## src/rtl/mem_copy_pkg.sv

```systemverilog
// Shared types and constants for the mem_copy DMA master.
package mem_copy_pkg;

   localparam int unsigned ADDR_W     = 25;
   localparam int unsigned DATA_W     = 16;
   localparam int unsigned LEN_W      = 16;
   localparam int unsigned WORD_BYTES = 2;

   typedef enum logic [2:0] {
      S_IDLE  = 3'd0,
      S_ACQ   = 3'd1,
      S_WAITW = 3'd2,
      S_WRITE = 3'd3,
      S_READ  = 3'd4,
      S_GAP   = 3'd5,
      S_REL   = 3'd6
   } state_t;

   typedef enum logic {
      MODE_DL   = 1'b0,
      MODE_COPY = 1'b1
   } mode_t;

   typedef struct packed {
      logic [ADDR_W-1:0] addr;
      logic [DATA_W-1:0] data;
   } word_t;

   function automatic logic [ADDR_W-1:0] word_align(input logic [ADDR_W-1:0] a);
      return a & ~ADDR_W'(1);
   endfunction

endpackage

```

## src/rtl/mem_copy_packer.sv

```systemverilog
// Byte-to-word assembly for the host download stream, with end-of-file flush,
// a one-entry pending word buffer and a sticky overflow flag.
module mem_copy_packer
   import mem_copy_pkg::*;
(
   input  logic              i_clk,
   input  logic              i_rst,
   input  logic              i_dl_active,
   input  logic              i_dl_wr,
   input  logic [ADDR_W-1:0] i_dl_addr,
   input  logic [7:0]        i_dl_data,
   input  logic [ADDR_W-1:0] i_dl_base,
   input  logic              i_pop,
   output logic              o_pend_valid,
   output word_t             o_pend_word,
   output logic              o_empty_c,
   output logic              o_dl_rise_c,
   output logic              o_overflow
);

   logic              r_dl_q;
   logic              r_lo_valid;
   logic [7:0]        r_lo;
   logic [ADDR_W-1:0] r_lo_addr;
   logic              r_pend_valid;
   word_t             r_pend_word;
   logic              r_overflow;

   logic              w_rise;
   logic              w_fall;
   logic [ADDR_W-1:0] w_wr_addr;
   logic              w_push;
   word_t             w_word;
   logic              w_full;

   assign w_rise    = i_dl_active & ~r_dl_q;
   assign w_fall    = ~i_dl_active & r_dl_q;
   assign w_wr_addr = word_align(i_dl_base) + word_align(i_dl_addr);
   // A pop in the same cycle frees the slot for an incoming word.
   assign w_full    = r_pend_valid & ~i_pop;

   always_comb begin
      w_push = 1'b0;
      w_word = '0;
      if (i_dl_wr && i_dl_addr[0]) begin
         w_push      = 1'b1;
         w_word.addr = w_wr_addr;
         w_word.data = {i_dl_data, (r_lo_valid ? r_lo : 8'h00)};
      end else if (w_fall && r_lo_valid) begin
         w_push      = 1'b1;
         w_word.addr = r_lo_addr;
         w_word.data = {8'h00, r_lo};
      end
   end

   always_ff @(posedge i_clk or posedge i_rst) begin
      if (i_rst) begin
         r_dl_q       <= 1'b0;
         r_lo_valid   <= 1'b0;
         r_lo         <= '0;
         r_lo_addr    <= '0;
         r_pend_valid <= 1'b0;
         r_pend_word  <= '0;
         r_overflow   <= 1'b0;
      end else begin
         r_dl_q <= i_dl_active;

         if (i_dl_wr && !i_dl_addr[0]) begin
            r_lo_valid <= 1'b1;
            r_lo       <= i_dl_data;
            r_lo_addr  <= w_wr_addr;
         end else if ((i_dl_wr && i_dl_addr[0]) || w_fall || w_rise) begin
            r_lo_valid <= 1'b0;
         end

         if (w_push && !w_full) begin
            r_pend_valid <= 1'b1;
            r_pend_word  <= w_word;
         end else if (i_pop) begin
            r_pend_valid <= 1'b0;
         end

         if (w_rise) begin
            r_overflow <= 1'b0;
         end else if (w_push && w_full) begin
            r_overflow <= 1'b1;
         end
      end
   end

   assign o_pend_valid = r_pend_valid;
   assign o_pend_word  = r_pend_word;
   assign o_empty_c    = ~r_lo_valid & ~r_pend_valid;
   assign o_dl_rise_c  = w_rise;
   assign o_overflow   = r_overflow;

endmodule

```

## src/rtl/mem_copy_dma.sv

```systemverilog
// Upstream master for the memory block's mem_copy port: paces download words
// and word block copies into strobed accesses while owning mem_copy.
module mem_copy_dma
   import mem_copy_pkg::*;
#(
   parameter int unsigned WE_CYCLES     = 4,
   parameter int unsigned RD_LAT        = 6,
   parameter int unsigned GAP_CYCLES    = 1,
   parameter int unsigned SETTLE_CYCLES = 2
) (
   input  logic              clk_bus,
   input  logic              reset,
   input  logic              dl_active,
   input  logic              dl_wr,
   input  logic [ADDR_W-1:0] dl_addr,
   input  logic [7:0]        dl_data,
   input  logic [ADDR_W-1:0] dl_base,
   input  logic              dl_virt,
   input  logic              cmd_start,
   input  logic [ADDR_W-1:0] cmd_src,
   input  logic [ADDR_W-1:0] cmd_dst,
   input  logic [LEN_W-1:0]  cmd_len,
   input  logic              cmd_virt,
   output logic              mem_copy,
   output logic              mem_copy_virt,
   output logic [ADDR_W-1:0] mem_copy_addr,
   output logic [DATA_W-1:0] mem_copy_data_i,
   output logic              mem_copy_we,
   output logic              mem_copy_rd,
   input  logic [DATA_W-1:0] mem_copy_data_o,
   output logic              busy,
   output logic              done,
   output logic              overflow
);

   localparam int unsigned      TMR_W       = 8;
   localparam logic [TMR_W-1:0] WE_LAST     = TMR_W'(WE_CYCLES - 1);
   localparam logic [TMR_W-1:0] RD_LAST     = TMR_W'(RD_LAT - 1);
   localparam logic [TMR_W-1:0] GAP_LAST    = TMR_W'(GAP_CYCLES - 1);
   localparam logic [TMR_W-1:0] SETTLE_LAST = TMR_W'(SETTLE_CYCLES - 1);
   localparam logic [ADDR_W-1:0] STEP       = ADDR_W'(WORD_BYTES);

   state_t            r_state, w_state_n;
   logic [TMR_W-1:0]  r_tmr, w_tmr_n;
   mode_t             r_mode, w_mode_n;
   logic              r_virt, w_virt_n;
   logic              r_dl_req, w_dl_req_n;
   logic [ADDR_W-1:0] r_src, w_src_n;
   logic [ADDR_W-1:0] r_dst, w_dst_n;
   logic [LEN_W-1:0]  r_len, w_len_n;
   logic [DATA_W-1:0] r_rdata, w_rdata_n;
   logic              r_after_rd, w_after_rd_n;
   logic [ADDR_W-1:0] r_addr, w_addr_n;
   logic [DATA_W-1:0] r_wdata, w_wdata_n;
   logic              r_done, w_done_n;
   logic              r_mem_copy, r_mem_copy_virt, r_we, r_rd, r_busy;

   logic              w_pop;
   logic              w_pend_valid;
   word_t             w_pend_word;
   logic              w_pk_empty;
   logic              w_dl_rise;
   logic              w_overflow;

   mem_copy_packer u_packer (
      .i_clk        (clk_bus),
      .i_rst        (reset),
      .i_dl_active  (dl_active),
      .i_dl_wr      (dl_wr),
      .i_dl_addr    (dl_addr),
      .i_dl_data    (dl_data),
      .i_dl_base    (dl_base),
      .i_pop        (w_pop),
      .o_pend_valid (w_pend_valid),
      .o_pend_word  (w_pend_word),
      .o_empty_c    (w_pk_empty),
      .o_dl_rise_c  (w_dl_rise),
      .o_overflow   (w_overflow)
   );

   // Next-state, datapath and strobe decisions.
   always_comb begin
      w_state_n    = r_state;
      w_mode_n     = r_mode;
      w_virt_n     = r_virt;
      w_dl_req_n   = r_dl_req;
      w_src_n      = r_src;
      w_dst_n      = r_dst;
      w_len_n      = r_len;
      w_rdata_n    = r_rdata;
      w_after_rd_n = r_after_rd;
      w_addr_n     = r_addr;
      w_wdata_n    = r_wdata;
      w_done_n     = 1'b0;
      w_pop        = 1'b0;

      // A download that starts during a copy is remembered until the copy ends.
      if (w_dl_rise && !(r_state != S_IDLE && r_mode == MODE_DL)) begin
         w_dl_req_n = 1'b1;
      end

      case (r_state)
         S_IDLE: begin
            if (w_dl_rise || r_dl_req) begin
               w_state_n  = S_ACQ;
               w_mode_n   = MODE_DL;
               w_virt_n   = dl_virt;
               w_dl_req_n = 1'b0;
            end else if (cmd_start) begin
               if (cmd_len == '0) begin
                  w_done_n = 1'b1;
               end else begin
                  w_state_n = S_ACQ;
                  w_mode_n  = MODE_COPY;
                  w_virt_n  = cmd_virt;
                  w_src_n   = word_align(cmd_src);
                  w_dst_n   = word_align(cmd_dst);
                  w_len_n   = cmd_len;
               end
            end
         end
         S_ACQ: begin
            if (r_tmr == SETTLE_LAST) begin
               if (r_mode == MODE_DL) begin
                  w_state_n = S_WAITW;
               end else begin
                  w_state_n = S_READ;
                  w_addr_n  = r_src;
               end
            end
         end
         S_WAITW: begin
            if (w_pend_valid) begin
               w_state_n = S_WRITE;
               w_pop     = 1'b1;
               w_addr_n  = w_pend_word.addr;
               w_wdata_n = w_pend_word.data;
            end else if (!dl_active && w_pk_empty) begin
               w_state_n = S_REL;
            end
         end
         S_WRITE: begin
            if (r_tmr == WE_LAST) begin
               w_state_n    = S_GAP;
               w_after_rd_n = 1'b0;
               if (r_mode == MODE_COPY) begin
                  w_len_n = r_len - LEN_W'(1);
                  w_src_n = r_src + STEP;
                  w_dst_n = r_dst + STEP;
               end
            end
         end
         S_READ: begin
            if (r_tmr == RD_LAST) begin
               w_state_n    = S_GAP;
               w_rdata_n    = mem_copy_data_o;
               w_after_rd_n = 1'b1;
            end
         end
         S_GAP: begin
            if (r_tmr == GAP_LAST) begin
               if (r_mode == MODE_DL) begin
                  w_state_n = S_WAITW;
               end else if (r_after_rd) begin
                  w_state_n = S_WRITE;
                  w_addr_n  = r_dst;
                  w_wdata_n = r_rdata;
               end else if (r_len != '0) begin
                  w_state_n = S_READ;
                  w_addr_n  = r_src;
               end else begin
                  w_state_n = S_REL;
               end
            end
         end
         S_REL: begin
            if (r_tmr == SETTLE_LAST) begin
               w_state_n = S_IDLE;
               w_done_n  = 1'b1;
            end
         end
         default: w_state_n = S_IDLE;
      endcase

      w_tmr_n = (w_state_n != r_state) ? '0 : r_tmr + TMR_W'(1);
   end

   always_ff @(posedge clk_bus or posedge reset) begin
      if (reset) begin
         r_state         <= S_IDLE;
         r_tmr           <= '0;
         r_mode          <= MODE_DL;
         r_virt          <= 1'b0;
         r_dl_req        <= 1'b0;
         r_src           <= '0;
         r_dst           <= '0;
         r_len           <= '0;
         r_rdata         <= '0;
         r_after_rd      <= 1'b0;
         r_addr          <= '0;
         r_wdata         <= '0;
         r_done          <= 1'b0;
         r_mem_copy      <= 1'b0;
         r_mem_copy_virt <= 1'b0;
         r_we            <= 1'b0;
         r_rd            <= 1'b0;
         r_busy          <= 1'b0;
      end else begin
         r_state         <= w_state_n;
         r_tmr           <= w_tmr_n;
         r_mode          <= w_mode_n;
         r_virt          <= w_virt_n;
         r_dl_req        <= w_dl_req_n;
         r_src           <= w_src_n;
         r_dst           <= w_dst_n;
         r_len           <= w_len_n;
         r_rdata         <= w_rdata_n;
         r_after_rd      <= w_after_rd_n;
         r_addr          <= w_addr_n;
         r_wdata         <= w_wdata_n;
         r_done          <= w_done_n;
         r_mem_copy      <= (w_state_n != S_IDLE);
         r_mem_copy_virt <= (w_state_n != S_IDLE) & w_virt_n;
         r_we            <= (w_state_n == S_WRITE);
         r_rd            <= (w_state_n == S_READ);
         r_busy          <= (w_state_n != S_IDLE);
      end
   end

   assign mem_copy        = r_mem_copy;
   assign mem_copy_virt   = r_mem_copy_virt;
   assign mem_copy_addr   = r_addr;
   assign mem_copy_data_i = r_wdata;
   assign mem_copy_we     = r_we;
   assign mem_copy_rd     = r_rd;
   assign busy            = r_busy;
   assign done            = r_done;
   assign overflow        = w_overflow;

endmodule
```

## config.mk

```make
export PLATFORM = sky130hd
export DESIGN_NAME = mem_copy_dma
export DESIGN_NICKNAME = d
export VERILOG_FILES = /design/src/rtl/mem_copy_pkg.sv /design/src/rtl/mem_copy_packer.sv /design/src/rtl/mem_copy_dma.sv
export SDC_FILE = /design/constraint.sdc
export NUM_CORES = 1
export LEC_CHECK = 0
export CAP_MARGIN = 20
export CORE_ASPECT_RATIO = 0.6
export CORE_MARGIN = 10
export CORE_UTILIZATION = 58
export DETAILED_ROUTE_END_ITERATION = 7
export GPL_TIMING_DRIVEN = 0
export PLACE_DENSITY = 0.86
export SLEW_MARGIN = 20
export SYNTH_ARGS = -nofsm -noshare
export SYNTH_HDL_FRONTEND = slang
export SYNTH_SLANG_ARGS = --single-unit
```

## constraint.sdc

```tcl
create_clock -name clk_bus -period 23.6 [get_ports clk_bus]
set_input_delay 7.08 -clock clk_bus [delete_from_list [all_inputs] [get_ports clk_bus]]
set_output_delay 7.08 -clock clk_bus [all_outputs]
set_load 0.03 [all_outputs]
```

==> metrics.csv <==
metric;value;unit
status;completed;
clock_latency;0.52;ns
p_clk_share;38.1;%
diodes;0;
viasPerCell;6.57;
max_freq;99.8;MHz
place.port_buffers;191;
die_w;205;um
p_comb_share;14.1;%
route.met3.wl;5.89;mm
period_share;42.5;%
startpoint_type;input port;
syn_avg_cell_area;8.89;um^2
grt_max_degree;111;
ys_async_sr_fraction;100;%
cts_made_buffers;20;
gp_congestion;0.989;
dp_hpwl;31.2;mm
power_density;57.2;nW/um^2
synthFlopType;dfrtp_1;
grt_antenna_before_repair;0;
routed_wl;41.1;mm
regToRegStartpoint;r_len[5];
dieArea;26800;um^2
period_minus_slack;10.02;ns
cp_data_arrival_time;10.37;ns
fin_skew;0.0220;ns
tritoncts;yes;
syn_nets;1511;
wire_per_inst;22.4;um
ff2ff_setup_slack;20.36;ns
drtAntennaViolNets;0;
clk_pin_slew_worst_paths;0.06;ns
critPathRequiredTime;23.95;ns
die_h;131;um
cp-startpoint;cmd_len[3];
top_layer_used;met4;
grt_setup_unrepaired;no;
synth-edff-count;0;
drt_iter0_drc;1780;
maxCapViolations;0;
intPower;0.000624;W
start_util;59.1;%
maxSlewViolCount;0;
ctsResizeCount;0;
core-area;20100;um^2
cts-root-buf;clkbuf_16;
gr-total-overflow;0;
final-hold-violation-count;0;
slew_headroom;33.5;%
netlist.area_leader.share;45.8;%
drt_first_pass_iters;6;
path_class;in2reg;
yosys_warnings;0;
crit_end;r_tmr[7];
final_nets;1726;
pin_count;195;
r2r-end;mem_copy_addr[2];
seq_power_share;47.8;%
nFillCells;1511;
ir_worst_vdd;0.0000562;V
grt_pass1_wl;63.0;mm
ctsHoldBuffers;0;
critPathMaxFanout;8;
synth_cells;1334;
place_area;14200;um^2
p_sw_share;26.2;%
ys_ff_latch;217;
yosysTopAreaCell;dfrtp_1;
synth.area.top_cells;dfrtp_1 (46%), a21oi_1 (6.1%), o21ai_0 (5.9%);
postCtsSetupBuffers;0;
cts_max_path_buffers;3;
wl_met1;17.1;mm
drive_gt1_share;5.77;%
r2r_cells;9;
netlist_area;11900;um^2
grt_pass1_vias;11600;
row_count;40;
hp-class;reg2reg;
final_cell_mix;dfrtp_1 (217), clkdlybuf4s50_1 (191), nand2_1 (175), a21oi_1 (144), o21ai_0 (140);
final_area;14800;um^2
vias;12000;
ctsHtreeMaxLevel;1;
drcViolationCount;0;
track_usage;29.7;%
yosysUniqueCellTypes;68;
finalSetupViolCount;0;
syn_to_final_growth;24.8;%
tns;0;ns
layout_commonest_cell;dfrtp_1;
cts_sinks;217;
wl_met2;17.0;mm
end_kind;register;
p_leak;6.34;nW
power_switching;0.000222;W
tightest_slew;0.991;ns
ys_seq_area_share;45.8;%
-- area by class of cell --
| class | count | area, um^2 | area share [%] |
|---|---|---|---|
| multi-input cells | 1006 | 5990 | 40.5 |
| flip-flops and latches | 217 | 5430 | 36.7 |
| repair buffers | 193 | 1970 | 13.3 |
| clock buffers | 28 | 561 | 3.79 |
| well taps | 273 | 342 | 2.31 |
| plain buffers | 81 | 327 | 2.21 |
| inverters | 30 | 120 | 0.811 |
| clock inverters | 5 | 66.3 | 0.448 |
-- flip-flops by register name, indices dropped and copies added (netlist names), 3 cells and up --
name / count
u_packer.o_pend_word: 40
mem_copy_addr: 25
r_dst: 24
r_src: 24
u_packer.r_lo_addr: 24
mem_copy_data_i: 16
r_len: 16
r_rdata: 16
r_tmr: 8
u_packer.r_lo: 8
r_state: 3
-- how the worst min path moves through the flow --
stage / cells after the start / end / slack, ns / startpoint
3_5_place_dp: 2 / u_packer.o_pend_word[3] / 0.46 / u_packer.o_pend_word[3]
6_report: 2 / u_packer.o_pend_word[3] / 0.47 / u_packer.o_pend_word[3]
3_3_place_gp: 2 / u_packer.o_pend_word[10] / 0.46 / u_packer.o_pend_word[10]
5_1_grt: 2 / mem_copy_data_i[5] / 0.50 / mem_copy_data_i[5]
4_1_cts: 2 / u_packer.o_pend_word[3] / 0.47 / u_packer.o_pend_word[3]
2_1_floorplan: 2 / u_packer.o_pend_word[0] / 0.44 / u_packer.o_pend_word[0]
-- cell usage after synthesis (12+ instances only) --
cell / instances
dfrtp_1: 217
clkbuf_1: 67
a2bb2oi_1: 14
nor4_1: 12
inv_1: 29
o22ai_1: 31
nand3_1: 69
buf_2: 12
nor3_1: 27
mux2_2: 33
and3_1: 15
a22o_1: 28
nor2_1: 84
mux2i_1: 21
xnor2_1: 13
o21ai_0: 140
a21oi_1: 144
ha_1: 29
xor2_1: 15
nand4_1: 16
nand2_1: 175
-- power by group through the flow --
| stage | Combinational (W) | Clock, W | Sequential [W] |
|---|---|---|---|
| final | 0.000120 | 0.000323 | 0.000404 |
| after CTS | 0.000118 | 0.000320 | 0.000404 |
| after detailed placement | 0.000118 | 0 | 0.000410 |
| after global placement | 0.000113 | 0 | 0.000410 |
| after floorplan | 0.0000603 | 0 | 0.000412 |
| after global routing | 0.000130 | 0.000336 | 0.000406 |
-- logic make-up (layout without fill, tap and decap cells) --
kind of cell | Yosys count | after routing | synth area share (%)
xor+xnor | 28 | 28 | 2.07
simple gates | 441 | 441 | 17.1
buf+inv | 111 | 337 | 3.70
mux | 54 | 54 | 4.90
fa+ha+maj | 30 | 30 | 3.23
compound gates | 453 | 453 | 23.2
flops | 217 | 217 | 45.8
-- metrics by stage --
step | util, % | total power [W] | hold WS, ns | instances | worst slack, ns
4_1_cts | 73.8 | 0.000842 | 0.472 | 1833 | 13.78
6_report | 73.8 | 0.000847 | 0.469 | 1833 | 13.58
5_1_grt | 73.8 | 0.000872 | 0.500 | 1833 | 13.54
3_5_place_dp | 70.7 | 0.000528 | 0.459 | 1800 | 13.24
3_3_place_gp | 70.3 | 0.000523 | 0.458 | 1798 | 7.97
2_1_floorplan | - | 0.000472 | 0.438 | 1334 | 10.58
-- worst max-delay path, stage by stage --
cell and delay, ns:
clkdlybuf4s50_1 0.42, nor4_1 0.85, a41oi_1 0.27, o31a_1 0.34, nor3_1 0.42, nand2_1 0.14, mux2i_1 0.67, nor3_1 0.18
-- routing by layer --
layer | vias up | global-route usage, %
li1 | 5277 | -
met1 | 5769 | 42.2
met2 | 866 | 42.7
met3 | 126 | 9.84
met4 | 0 | 7.41
met5 | - | 0
Power figures use the tool's default switching activity.
